**src/rtl/uart_rx_if.sv**
```systemverilog
// Serial receive bus: the line coming in and the decoded byte/status going out.
// The slave side is the receiver; the master side is whatever drives rx and consumes results.
interface uart_rx_if;
   logic       rx;
   logic [7:0] data;
   logic [6:0] temp;
   logic       valid;
   logic       frame_err;
   logic       busy;

   modport slave  (input rx, output data, temp, valid, frame_err, busy);
   modport master (output rx, input data, temp, valid, frame_err, busy);
endinterface

```
**src/rtl/uart_rx.sv**
```systemverilog
// 8N1 UART receiver with mid-bit sampling, glitch rejection on the start bit,
// and break handling after a framing error.
module uart_rx #(
   parameter int unsigned CLKS_PER_BIT = 434
) (
   input  logic     clk,
   input  logic     nRST,
   uart_rx_if.slave bus
);

   localparam int unsigned TW   = (CLKS_PER_BIT > 1) ? $clog2(CLKS_PER_BIT) : 1;
   localparam logic [TW-1:0] HALF = TW'(CLKS_PER_BIT / 2 - 1);
   localparam logic [TW-1:0] FULL = TW'(CLKS_PER_BIT - 1);

   typedef enum logic [2:0] {IDLE, START, DATA, STOP, WAIT_IDLE} state_t;

   state_t        r_state;
   logic [1:0]    r_sync;
   logic [TW-1:0] r_timer;
   logic [2:0]    r_idx;
   logic [7:0]    r_shift;
   logic [7:0]    r_data;
   logic          r_valid;
   logic          r_ferr;
   logic          w_rx_s;

   assign w_rx_s = r_sync[1];

   // Synchronizer resets to the idle line level so reset release never looks like a start bit.
   always_ff @(posedge clk or negedge nRST) begin
      if (!nRST) r_sync <= 2'b11;
      else       r_sync <= {r_sync[0], bus.rx};
   end

   always_ff @(posedge clk or negedge nRST) begin
      if (!nRST) begin
         r_state <= IDLE;
         r_timer <= '0;
         r_idx   <= '0;
         r_shift <= '0;
         r_data  <= '0;
         r_valid <= 1'b0;
         r_ferr  <= 1'b0;
      end else begin
         r_valid <= 1'b0;
         r_ferr  <= 1'b0;
         case (r_state)
            IDLE: begin
               if (!w_rx_s) begin
                  r_state <= START;
                  r_timer <= '0;
               end
            end
            START: begin
               if (r_timer == HALF) begin
                  r_timer <= '0;
                  r_idx   <= '0;
                  r_state <= w_rx_s ? IDLE : DATA;
               end else begin
                  r_timer <= r_timer + 1'b1;
               end
            end
            DATA: begin
               if (r_timer == FULL) begin
                  r_shift[r_idx] <= w_rx_s;
                  r_timer        <= '0;
                  r_idx          <= r_idx + 3'd1;
                  if (r_idx == 3'd7) r_state <= STOP;
               end else begin
                  r_timer <= r_timer + 1'b1;
               end
            end
            STOP: begin
               if (r_timer == FULL) begin
                  r_timer <= '0;
                  if (w_rx_s) begin
                     r_data  <= r_shift;
                     r_valid <= 1'b1;
                     r_state <= IDLE;
                  end else begin
                     r_ferr  <= 1'b1;
                     r_state <= WAIT_IDLE;
                  end
               end else begin
                  r_timer <= r_timer + 1'b1;
               end
            end
            WAIT_IDLE: begin
               // Line stuck low (break) after a bad stop bit: hold off until it recovers.
               if (w_rx_s) r_state <= IDLE;
            end
            default: r_state <= IDLE;
         endcase
      end
   end

   assign bus.data      = r_data;
   assign bus.temp      = r_data[6:0];
   assign bus.valid     = r_valid;
   assign bus.frame_err = r_ferr;
   assign bus.busy      = (r_state != IDLE);

endmodule
```
**src/flat_wrapper.sv**
```systemverilog
// flat-port wrapper written by rule: the top's interface ports become plain ports
module uart_rx_flat 
#(
   parameter int unsigned CLKS_PER_BIT = 434
)
  (clk, nRST, bus_rx, bus_data, bus_temp, bus_valid, bus_frame_err, bus_busy);
  uart_rx_if bus_i ();
  input  logic clk;
  input  logic nRST;
  input wire logic [$bits(bus_i.rx)-1:0] bus_rx;
  output wire logic [$bits(bus_i.data)-1:0] bus_data;
  output wire logic [$bits(bus_i.temp)-1:0] bus_temp;
  output wire logic [$bits(bus_i.valid)-1:0] bus_valid;
  output wire logic [$bits(bus_i.frame_err)-1:0] bus_frame_err;
  output wire logic [$bits(bus_i.busy)-1:0] bus_busy;
  assign bus_i.rx = bus_rx;
  assign bus_data = bus_i.data;
  assign bus_temp = bus_i.temp;
  assign bus_valid = bus_i.valid;
  assign bus_frame_err = bus_i.frame_err;
  assign bus_busy = bus_i.busy;
  uart_rx #(.CLKS_PER_BIT(CLKS_PER_BIT)) u_core (.clk(clk), .nRST(nRST), .bus(bus_i));
endmodule
```
**config.mk**
```make
export PLATFORM = sky130hd
export DESIGN_NAME = uart_rx_flat
export DESIGN_NICKNAME = d
export VERILOG_FILES = /design/src/rtl/uart_rx_if.sv /design/src/rtl/uart_rx.sv /design/src/flat_wrapper.sv
export SDC_FILE = /design/constraint.sdc
export NUM_CORES = 1
export LEC_CHECK = 0
export CORE_MARGIN = 4
export CORE_UTILIZATION = 62
export DETAILED_ROUTE_END_ITERATION = 8
export DONT_BUFFER_PORTS = 1
export HOLD_SLACK_MARGIN = 0.06
export PLACE_DENSITY_LB_ADDON = 0.2
export SYNTH_ARGS = -nofsm -noshare
export SYNTH_HDL_FRONTEND = slang
export SYNTH_SLANG_ARGS = --single-unit
```
**constraint.sdc**
```tcl
create_clock -name clk -period 3.4 [get_ports clk]
set_input_delay 0.17 -clock clk [delete_from_list [all_inputs] [get_ports clk]]
set_output_delay 0.17 -clock clk [all_outputs]
set_load 0.02 [all_outputs]
```
==> impl_metrics.xml, run 1 <==
<?xml version="1.0" encoding="UTF-8"?>
<metrics>
  <group name="status">
    <metric name="outcome" unit="">finished clean</metric>
  </group>
  <group name="timing">
    <metric name="final_sum_of_negative_setup_slack" unit="ns">0</metric>
    <metric name="worst_hold_slack" unit="ns">0.272</metric>
    <metric name="maximum_clock_rate" unit="MHz">476</metric>
    <metric name="final_min_period_over_clock_period" unit="%">61.8</metric>
    <metric name="finalMaxSlewViolations" unit="">0</metric>
    <metric name="post-route-min-period" unit="ns">2.10</metric>
    <metric name="rsz0062_at_grt" unit="">no</metric>
    <metric name="finalHoldViolations" unit="">0</metric>
    <metric name="tightestPinTransition" unit="ns">0.791</metric>
    <metric name="final.setup_skew" unit="ns">0.00863</metric>
    <metric name="slew-limit-headroom" unit="%">47.3</metric>
    <metric name="report.final.setup_viol" unit="">0</metric>
  </group>
  <group name="clocking">
    <metric name="postCtsResizedCells" unit="">0</metric>
    <metric name="cts-root-buf" unit="">sky130_fd_sc_hd__clkbuf_4</metric>
    <metric name="cts.sink_count" unit="">35</metric>
    <metric name="tritoncts.num_buffers" unit="">5</metric>
    <metric name="clkLatencyLatePin" unit="ns">0.33</metric>
    <metric name="clock_path_buffers" unit="">2</metric>
    <metric name="cts.reportedPaths.clkPinSlew" unit="ns">0.10</metric>
    <metric name="clock_tree.htree_level_count" unit="">2</metric>
    <metric name="clock_tree_from_tritoncts" unit="">done</metric>
  </group>
  <group name="placed_design">
    <metric name="io_buffers" unit="">0</metric>
    <metric name="detailedPlacementHpwl" unit="um">2000</metric>
    <metric name="placed_cells" unit="">176</metric>
    <metric name="replace_congestion" unit="">0.811</metric>
  </group>
  <group name="setup_path">
    <metric name="worstSetupEndpointType" unit="">flop</metric>
    <metric name="critPathArrivalTime" unit="ns">2.35</metric>
    <metric name="worst-setup-path-type" unit="">flop to flop</metric>
    <metric name="cp_data_required_time" unit="ns">3.65</metric>
    <metric name="crit_fanout" unit="">11</metric>
    <metric name="timing.critical_path.from_type" unit="">flop</metric>
  </group>
  <group name="yosys">
    <metric name="mappedNetlistNets" unit="">169</metric>
    <metric name="post_synth.cell_area_avg" unit="um^2">11.1</metric>
    <metric name="yosys.area_share.xor_xnor" unit="%">0</metric>
    <metric name="synth_compound_area_share" unit="%">11.0</metric>
    <metric name="post_synth_fa_ha_maj_area_fraction" unit="%">3.49</metric>
    <metric name="yosys.cell_types.count" unit="">48</metric>
    <metric name="synth.mux.area_fraction" unit="%">10.7</metric>
    <metric name="syn-instance-count" unit="">161</metric>
    <metric name="synth_area" unit="um^2">1790</metric>
    <metric name="synth_top_family_by_area" unit="">simple AND/OR/NAND/NOR gates</metric>
    <metric name="ys_warn_count" unit="">0</metric>
    <metric name="synth.ff_latch_count" unit="">35</metric>
    <metric name="simple_gate_area_share_of_the_yosys_netlist" unit="%">19.1</metric>
    <metric name="synth-seq-area-share" unit="%">49.1</metric>
    <metric name="fraction_of_synthesis_flops_using_an_asynchronous_set_or_reset_pin" unit="%">100</metric>
    <metric name="synth_ff_type" unit="">sky130_fd_sc_hd__dfrtp_1</metric>
    <metric name="post_synth_edffs" unit="">0</metric>
  </group>
  <group name="grt">
    <metric name="antenna_found_initial" unit="">0</metric>
    <metric name="grt_start_max_net_pins" unit="">36</metric>
    <metric name="grt_pass1_vias" unit="">1171</metric>
    <metric name="track_usage" unit="%">18.9</metric>
    <metric name="global_route_wire_length_before_repair" unit="um">5260</metric>
    <metric name="grt_residual_overflow" unit="">0</metric>
  </group>
  <group name="floorplanning">
    <metric name="design.portCount" unit="">21</metric>
    <metric name="design.die.area" unit="um^2">3810</metric>
    <metric name="die_h" unit="um">61.7</metric>
    <metric name="floorplan.rows" unit="">19</metric>
    <metric name="initial_utilization" unit="%">64.9</metric>
    <metric name="floorplan.die.width" unit="um">61.7</metric>
    <metric name="coreArea" unit="um^2">2760</metric>
  </group>
  <group name="detailed_routing">
    <metric name="drt-wirelength-per-cell" unit="um">15.9</metric>
    <metric name="drt_iter0_markers" unit="">59</metric>
    <metric name="antenna_nets_post_route" unit="">0</metric>
    <metric name="wl" unit="um">2970</metric>
    <metric name="detailed_route_via_count" unit="">1183</metric>
    <metric name="detail_route.drc_violations" unit="">0</metric>
    <metric name="drtPass1Iterations" unit="">4</metric>
    <metric name="vias_per_cell" unit="">6.33</metric>
  </group>
  <group name="pwr">
    <metric name="internal-power" unit="W">0.000652</metric>
    <metric name="power_switching_share" unit="%">17.9</metric>
    <metric name="clock_power_share" unit="%">45.4</metric>
    <metric name="power.density_cell_area" unit="nW/um^2">425</metric>
    <metric name="power.sequential.fraction" unit="%">53.0</metric>
    <metric name="ir_drop" unit="V">0.000399</metric>
    <metric name="combPwrFrac" unit="%">1.6</metric>
    <metric name="netSwitchingPower" unit="W">0.000142</metric>
    <metric name="total_leakage_power" unit="nW">0.885</metric>
  </group>
  <group name="final_layout">
    <metric name="areaGrowthSynthToFinish" unit="%">4.26</metric>
    <metric name="layout.cells.non_filler" unit="">187</metric>
    <metric name="layout-drive-gt1-share" unit="%">21.2</metric>
    <metric name="antennaDiodeCount" unit="">0</metric>
    <metric name="fin_nets" unit="">163</metric>
  </group>
  <group name="job">
    <metric name="timing.max_cap.violations" unit="">0</metric>
  </group>
  <group name="min_path">
    <metric name="hp-class" unit="">input port to async pin</metric>
  </group>
</metrics>
-- sequential cells by signal (all words and copies together), names as in the netlist --
register and count:
u_core.bus.valid 1, u_core.r_state 3, u_core.bus.data 8, u_core.r_shift 8
u_core.r_timer 9, u_core.bus.frame_err 1, u_core.r_idx 3, u_core.r_sync 2
-- layer usage --
layer | part of all wire, % | up-vias | GRT usage [%] | wire [um]
met5 | 0 | - | 0 | 0
met4 | 1.6 | 0 | 6.67 | 47
met3 | 5.6 | 6 | 5.99 | 167
met2 | 46 | 36 | 29.3 | 1370
met1 | 47 | 575 | 25.1 | 1380
li1 | - | 566 | - | -
-- cell type report --
cell class / instances / area, um^2
clock buffers: 6 / 41.3
well taps: 31 / 38.8
clock inverters: 2 / 60.1
multi-input cells: 106 / 793
repair buffers: 3 / 40.0
fillers: 213 / 891
flip-flops and latches: 35 / 878
inverters: 4 / 15.0
-- cell usage after synthesis, types with 2 or more instances --
| master | instances | area [um^2] |
|---|---|---|
| sky130_fd_sc_hd__dfrtp_1 | 33 | 826 |
| sky130_fd_sc_hd__nand2_1 | 15 | 56.3 |
| sky130_fd_sc_hd__mux2_2 | 13 | 146 |
| sky130_fd_sc_hd__buf_4 | 8 | 60.1 |
| sky130_fd_sc_hd__nor2_1 | 7 | 26.3 |
| sky130_fd_sc_hd__a21oi_1 | 5 | 25.0 |
| sky130_fd_sc_hd__buf_2 | 5 | 25.0 |
| sky130_fd_sc_hd__ha_1 | 5 | 62.6 |
| sky130_fd_sc_hd__inv_1 | 4 | 15.0 |
| sky130_fd_sc_hd__mux2_1 | 4 | 45.0 |
| sky130_fd_sc_hd__nand3_1 | 4 | 20.0 |
| sky130_fd_sc_hd__nand4b_1 | 4 | 35.0 |
| sky130_fd_sc_hd__o211ai_1 | 4 | 30.0 |
| sky130_fd_sc_hd__o21ai_0 | 4 | 20.0 |
| sky130_fd_sc_hd__nor3_1 | 3 | 15.0 |
| sky130_fd_sc_hd__o22ai_1 | 3 | 18.8 |
| sky130_fd_sc_hd__a22o_2 | 2 | 20.0 |
| sky130_fd_sc_hd__and4bb_2 | 2 | 25.0 |
| sky130_fd_sc_hd__clkbuf_1 | 2 | 7.51 |
| sky130_fd_sc_hd__dfstp_2 | 2 | 52.6 |
| sky130_fd_sc_hd__nand2b_1 | 2 | 12.5 |
| sky130_fd_sc_hd__nand4_1 | 2 | 12.5 |
| sky130_fd_sc_hd__o21a_1 | 2 | 15.0 |
| sky130_fd_sc_hd__o21ai_1 | 2 | 10.0 |
-- cell families (layout without fill, tap and decap cells) --
| family | after synthesis | after routing |
|---|---|---|
| AOI/OAI and AO/OA | 29 | 29 |
| adders and majority gates | 5 | 5 |
| buffers and inverters | 20 | 15 |
| DFF | 35 | 35 |
| muxes | 17 | 17 |
| and+or+nand+nor | 55 | 55 |
-- critical path, stage by stage (launching register included) --
cell and delay [ns]:
sky130_fd_sc_hd__dfrtp_1 0.53, sky130_fd_sc_hd__or3b_1 0.41, sky130_fd_sc_hd__a21oi_1 0.63, sky130_fd_sc_hd__nor2_2 0.20
sky130_fd_sc_hd__o211ai_1 0.23
-- cell usage in the layout (no fill, tap or decap), drive strengths merged, types with 2 or more instances in the layout --
master | Yosys | routed
dfstp | 2 | 2
nand3 | 4 | 4
nor2 | 8 | 8
and4b | 2 | 2
o211ai | 4 | 4
and4bb | 3 | 3
o21ai | 6 | 6
o22ai | 3 | 3
dlygate4sd3 | 0 | 2
inv | 4 | 4
o21a | 2 | 2
clkbuf | 2 | 6
dfrtp | 33 | 33
nand2 | 15 | 15
nand2b | 2 | 2
mux2 | 17 | 17
a21oi | 6 | 6
bufinv | 0 | 2
nor3 | 3 | 3
nand4 | 3 | 3
a22o | 2 | 2
ha | 5 | 5
nand4b | 4 | 4
-- power groups by stage --
stage	sequential (W)	clock (W)	combinational (W)
floorplan	0.000427	0	0.00000201
detailed placement	0.000429	0	0.00000101
CTS	0.000421	0.000371	0.0000138
global route	0.000422	0.000396	0.0000151
global placement	0.000429	0	0.000000969
finish	0.000421	0.000360	0.0000129
-- what timing repair did --
action / in CTS / in global routing
endpoints found under the setup margin: 0 / 0
endpoints found under the hold margin: 36 / 0
buffers inserted: 0 / 0
hold buffers: 3 / 0
-- path summary, 6_finish.rpt --
kind | start | to | slack (ns) | cells past startpoint
max in group asynchronous | nRST | u_core.r_sync[1] | 2.87 | 2
max | u_core.r_state[0] | u_core.r_timer[8] | 1.30 | 4
min reg2reg | u_core.r_sync[0] | u_core.r_sync[1] | 0.36 | 0
max reg2reg | u_core.r_state[0] | u_core.r_timer[8] | 1.30 | 4
min | nRST | u_core.bus.frame_err | 0.27 | 2
min in group clk | u_core.r_sync[0] | u_core.r_sync[1] | 0.36 | 0
-- through the flow --
stage               setup slack (ns)  total power (W)  utilization, %  instance area [um^2]
finish                          1.30         0.000794            67.7                  1870
global route                    1.10         0.000833            67.7                  1870
CTS                             1.33         0.000806            67.7                  1870
detailed placement              1.37         0.000430            62.6                  1730
global placement                1.47         0.000430            62.6                  1730
floorplan                       1.64         0.000429               -                  1790
No activity file was read; power rests on OpenSTA's default activity.
==> inputs of run 2 (changes only) <==
- clock period: 3.4 -> 2.15 ns (I/O delays scaled with it)
==> run 2 against run 1 <==
Total power increased by 29%. Maximum frequency up 11%. Sequential power is 58% higher. Setup slack lost 1.0 ns. Wire length grew 2.5%. Register-to-register slack got worse by 1.0 ns. Clock power is 5% lower.
==> impl_metrics.xml, run 2 (synthesis results as in run 1) <==
<?xml version="1.0" encoding="UTF-8"?>
<metrics>
  <group name="status">
    <metric name="outcome" unit="">finished clean</metric>
  </group>
  <group name="grt">
    <metric name="antenna_found_initial" unit="">0</metric>
    <metric name="global_route_wire_length_before_repair" unit="um">5310</metric>
    <metric name="grt_residual_overflow" unit="">0</metric>
    <metric name="grt_start_max_net_pins" unit="">36</metric>
    <metric name="grt_pass1_vias" unit="">1196</metric>
    <metric name="track_usage" unit="%">19.0</metric>
  </group>
  <group name="detailed_routing">
    <metric name="detailed_route_via_count" unit="">1204</metric>
    <metric name="wl" unit="um">3040</metric>
    <metric name="vias_per_cell" unit="">6.37</metric>
    <metric name="drt-wirelength-per-cell" unit="um">16.1</metric>
    <metric name="drt_iter0_markers" unit="">79</metric>
    <metric name="antenna_nets_post_route" unit="">0</metric>
    <metric name="detail_route.drc_violations" unit="">0</metric>
    <metric name="drtPass1Iterations" unit="">4</metric>
  </group>
  <group name="setup_path">
    <metric name="timing.critical_path.from_type" unit="">flop</metric>
    <metric name="crit_fanout" unit="">12</metric>
    <metric name="cp_data_required_time" unit="ns">2.39</metric>
    <metric name="regToRegSetupSlack" unit="ns">0.26</metric>
    <metric name="critical_path.reg2reg.startpoint" unit="">u_core.r_timer[1]</metric>
    <metric name="worstSetupEndpointType" unit="">flop</metric>
    <metric name="r2r.worst_path.cells" unit="">6</metric>
    <metric name="critPathArrivalTime" unit="ns">2.13</metric>
    <metric name="worst-setup-path-type" unit="">flop to flop</metric>
    <metric name="critical_path.reg2reg.endpoint" unit="">u_core.r_shift[1]</metric>
  </group>
  <group name="final_layout">
    <metric name="registers.top_by_ff_count" unit="">u_core.r_timer</metric>
    <metric name="stdcell_area" unit="um^2">1830</metric>
    <metric name="antennaDiodeCount" unit="">0</metric>
    <metric name="areaGrowthSynthToFinish" unit="%">2.45</metric>
    <metric name="multi_input_comb_area" unit="um^2">793</metric>
    <metric name="largest_register_ff_count" unit="">9</metric>
    <metric name="seqCellArea" unit="um^2">878</metric>
    <metric name="most_common_library_cell_in_the_layout_ignoring_fill_and_taps" unit="">sky130_fd_sc_hd__dfrtp_1</metric>
    <metric name="fin_nets" unit="">165</metric>
    <metric name="n_fill_cell" unit="">225</metric>
    <metric name="layout-drive-gt1-share" unit="%">22.2</metric>
    <metric name="layout.cells.most_common_list" unit="">sky130_fd_sc_hd__dfrtp_1, sky130_fd_sc_hd__nand2_1, sky130_fd_sc_hd__mux2_2</metric>
  </group>
  <group name="clocking">
    <metric name="clkLatencyLatePin" unit="ns">0.34</metric>
    <metric name="postCtsHoldBufs" unit="">3</metric>
    <metric name="clock_path_buffers" unit="">2</metric>
    <metric name="post-cts-setup-buffer-count" unit="">0</metric>
    <metric name="tritoncts.num_buffers" unit="">5</metric>
    <metric name="cts-root-buf" unit="">sky130_fd_sc_hd__clkbuf_4</metric>
    <metric name="cts.reportedPaths.clkPinSlew" unit="ns">0.11</metric>
    <metric name="cts.sink_count" unit="">35</metric>
    <metric name="clock_tree_from_tritoncts" unit="">done</metric>
    <metric name="postCtsResizedCells" unit="">0</metric>
    <metric name="clock_tree.htree_level_count" unit="">2</metric>
  </group>
  <group name="pwr">
    <metric name="ir_drop" unit="V">0.000547</metric>
    <metric name="power.density_cell_area" unit="nW/um^2">560</metric>
    <metric name="total_leakage_power" unit="nW">0.869</metric>
  </group>
  <group name="floorplanning">
    <metric name="design.portCount" unit="">21</metric>
    <metric name="die_h" unit="um">61.7</metric>
    <metric name="floorplan.die.width" unit="um">61.7</metric>
    <metric name="design.die.area" unit="um^2">3810</metric>
    <metric name="coreArea" unit="um^2">2760</metric>
    <metric name="floorplan.rows" unit="">19</metric>
    <metric name="initial_utilization" unit="%">64.9</metric>
  </group>
  <group name="timing">
    <metric name="tightestPinTransition" unit="ns">0.473</metric>
    <metric name="final_min_period_over_clock_period" unit="%">88.0</metric>
    <metric name="post-route-min-period" unit="ns">1.89</metric>
    <metric name="finalHoldViolations" unit="">0</metric>
    <metric name="report.final.setup_viol" unit="">0</metric>
    <metric name="final.setup_skew" unit="ns">0.0113</metric>
    <metric name="rsz0062_at_grt" unit="">no</metric>
    <metric name="slew-limit-headroom" unit="%">68.5</metric>
    <metric name="maximum_clock_rate" unit="MHz">528</metric>
    <metric name="finalMaxSlewViolations" unit="">0</metric>
    <metric name="final_sum_of_negative_setup_slack" unit="ns">0</metric>
  </group>
  <group name="placed_design">
    <metric name="detailedPlacementHpwl" unit="um">2090</metric>
    <metric name="postPlaceCellArea" unit="um^2">1740</metric>
    <metric name="replace_congestion" unit="">0.840</metric>
    <metric name="io_buffers" unit="">0</metric>
  </group>
  <group name="min_path">
    <metric name="hp-class" unit="">input port to async pin</metric>
  </group>
  <group name="job">
    <metric name="timing.max_cap.violations" unit="">0</metric>
  </group>
</metrics>
## run 2: cell types whose count changed in the layout (fill, tap and decap cells not counted), sizes merged
cell / delta
buf: +2
bufinv: -2
clkinv: +1
clkinvlp: +1
## run 2: cell type report
class / instances / area share, %
inverters: 4 / 0.819
repair buffers: 5 / 3.00
clock inverters: 2 / 0.682
well taps: 31 / 2.11
flip-flops and latches: 35 / 47.9
clock buffers: 6 / 2.25
multi-input cells: 106 / 43.2
## run 2: per-layer routing
layer	global-route usage [%]	share of wire, %	up-vias	wire, um
met5	0	0	-	0
met4	7.58	1.0	0	31
met3	6.82	6.0	4	182
met2	29.7	46	24	1390
met1	24.1	47	603	1440
li1	-	-	573	-
## run 2: how the worst max path moves through the flow
stage	start	endpoint	slack, ns	depth (start not counted)
after global routing	u_core.r_timer[1]	u_core.r_shift[2]	0.18	6
after CTS	u_core.r_timer[1]	u_core.r_shift[1]	0.25	6
after floorplan	u_core.r_timer[1]	u_core.r_shift[0]	0.39	7
after global placement	u_core.r_timer[1]	u_core.r_shift[1]	0.31	6
final	u_core.r_timer[1]	u_core.r_shift[1]	0.26	6
after detailed placement	u_core.r_timer[1]	u_core.r_shift[1]	0.25	6
## run 2: power breakdown
| part | internal (W) | leakage (nW) | switching [W] | total (W) |
|---|---|---|---|---|
| Clock | 0.000126 | 0.0282 | 0.000215 | 0.000342 |
| Sequential | 0.000661 | 0.467 | 0.00000424 | 0.000666 |
| Combinational | 0.00000698 | 0.373 | 0.0000134 | 0.0000204 |
## run 2: stage by stage
step,util (%),worst slack (ns),cells,total power [W],hold slack [ns]
6_report,66.5,0.257,189,0.00103,0.203
5_1_grt,66.5,0.181,189,0.00108,0.188
4_1_cts,66.5,0.253,189,0.00104,0.215
3_5_place_dp,63.1,0.250,178,0.000680,-0.187
3_3_place_gp,63.1,0.311,178,0.000680,-0.187
2_1_floorplan,-,0.391,161,0.000679,-0.188
## run 2: critical path: stages (launching register included)
cell and delay, ns:
sky130_fd_sc_hd__dfrtp_1 0.42, sky130_fd_sc_hd__inv_1 0.09, sky130_fd_sc_hd__ha_1 0.13, sky130_fd_sc_hd__and4b_1 0.24
sky130_fd_sc_hd__and4b_4 0.33, sky130_fd_sc_hd__and4bb_2 0.25, sky130_fd_sc_hd__mux2_2 0.32
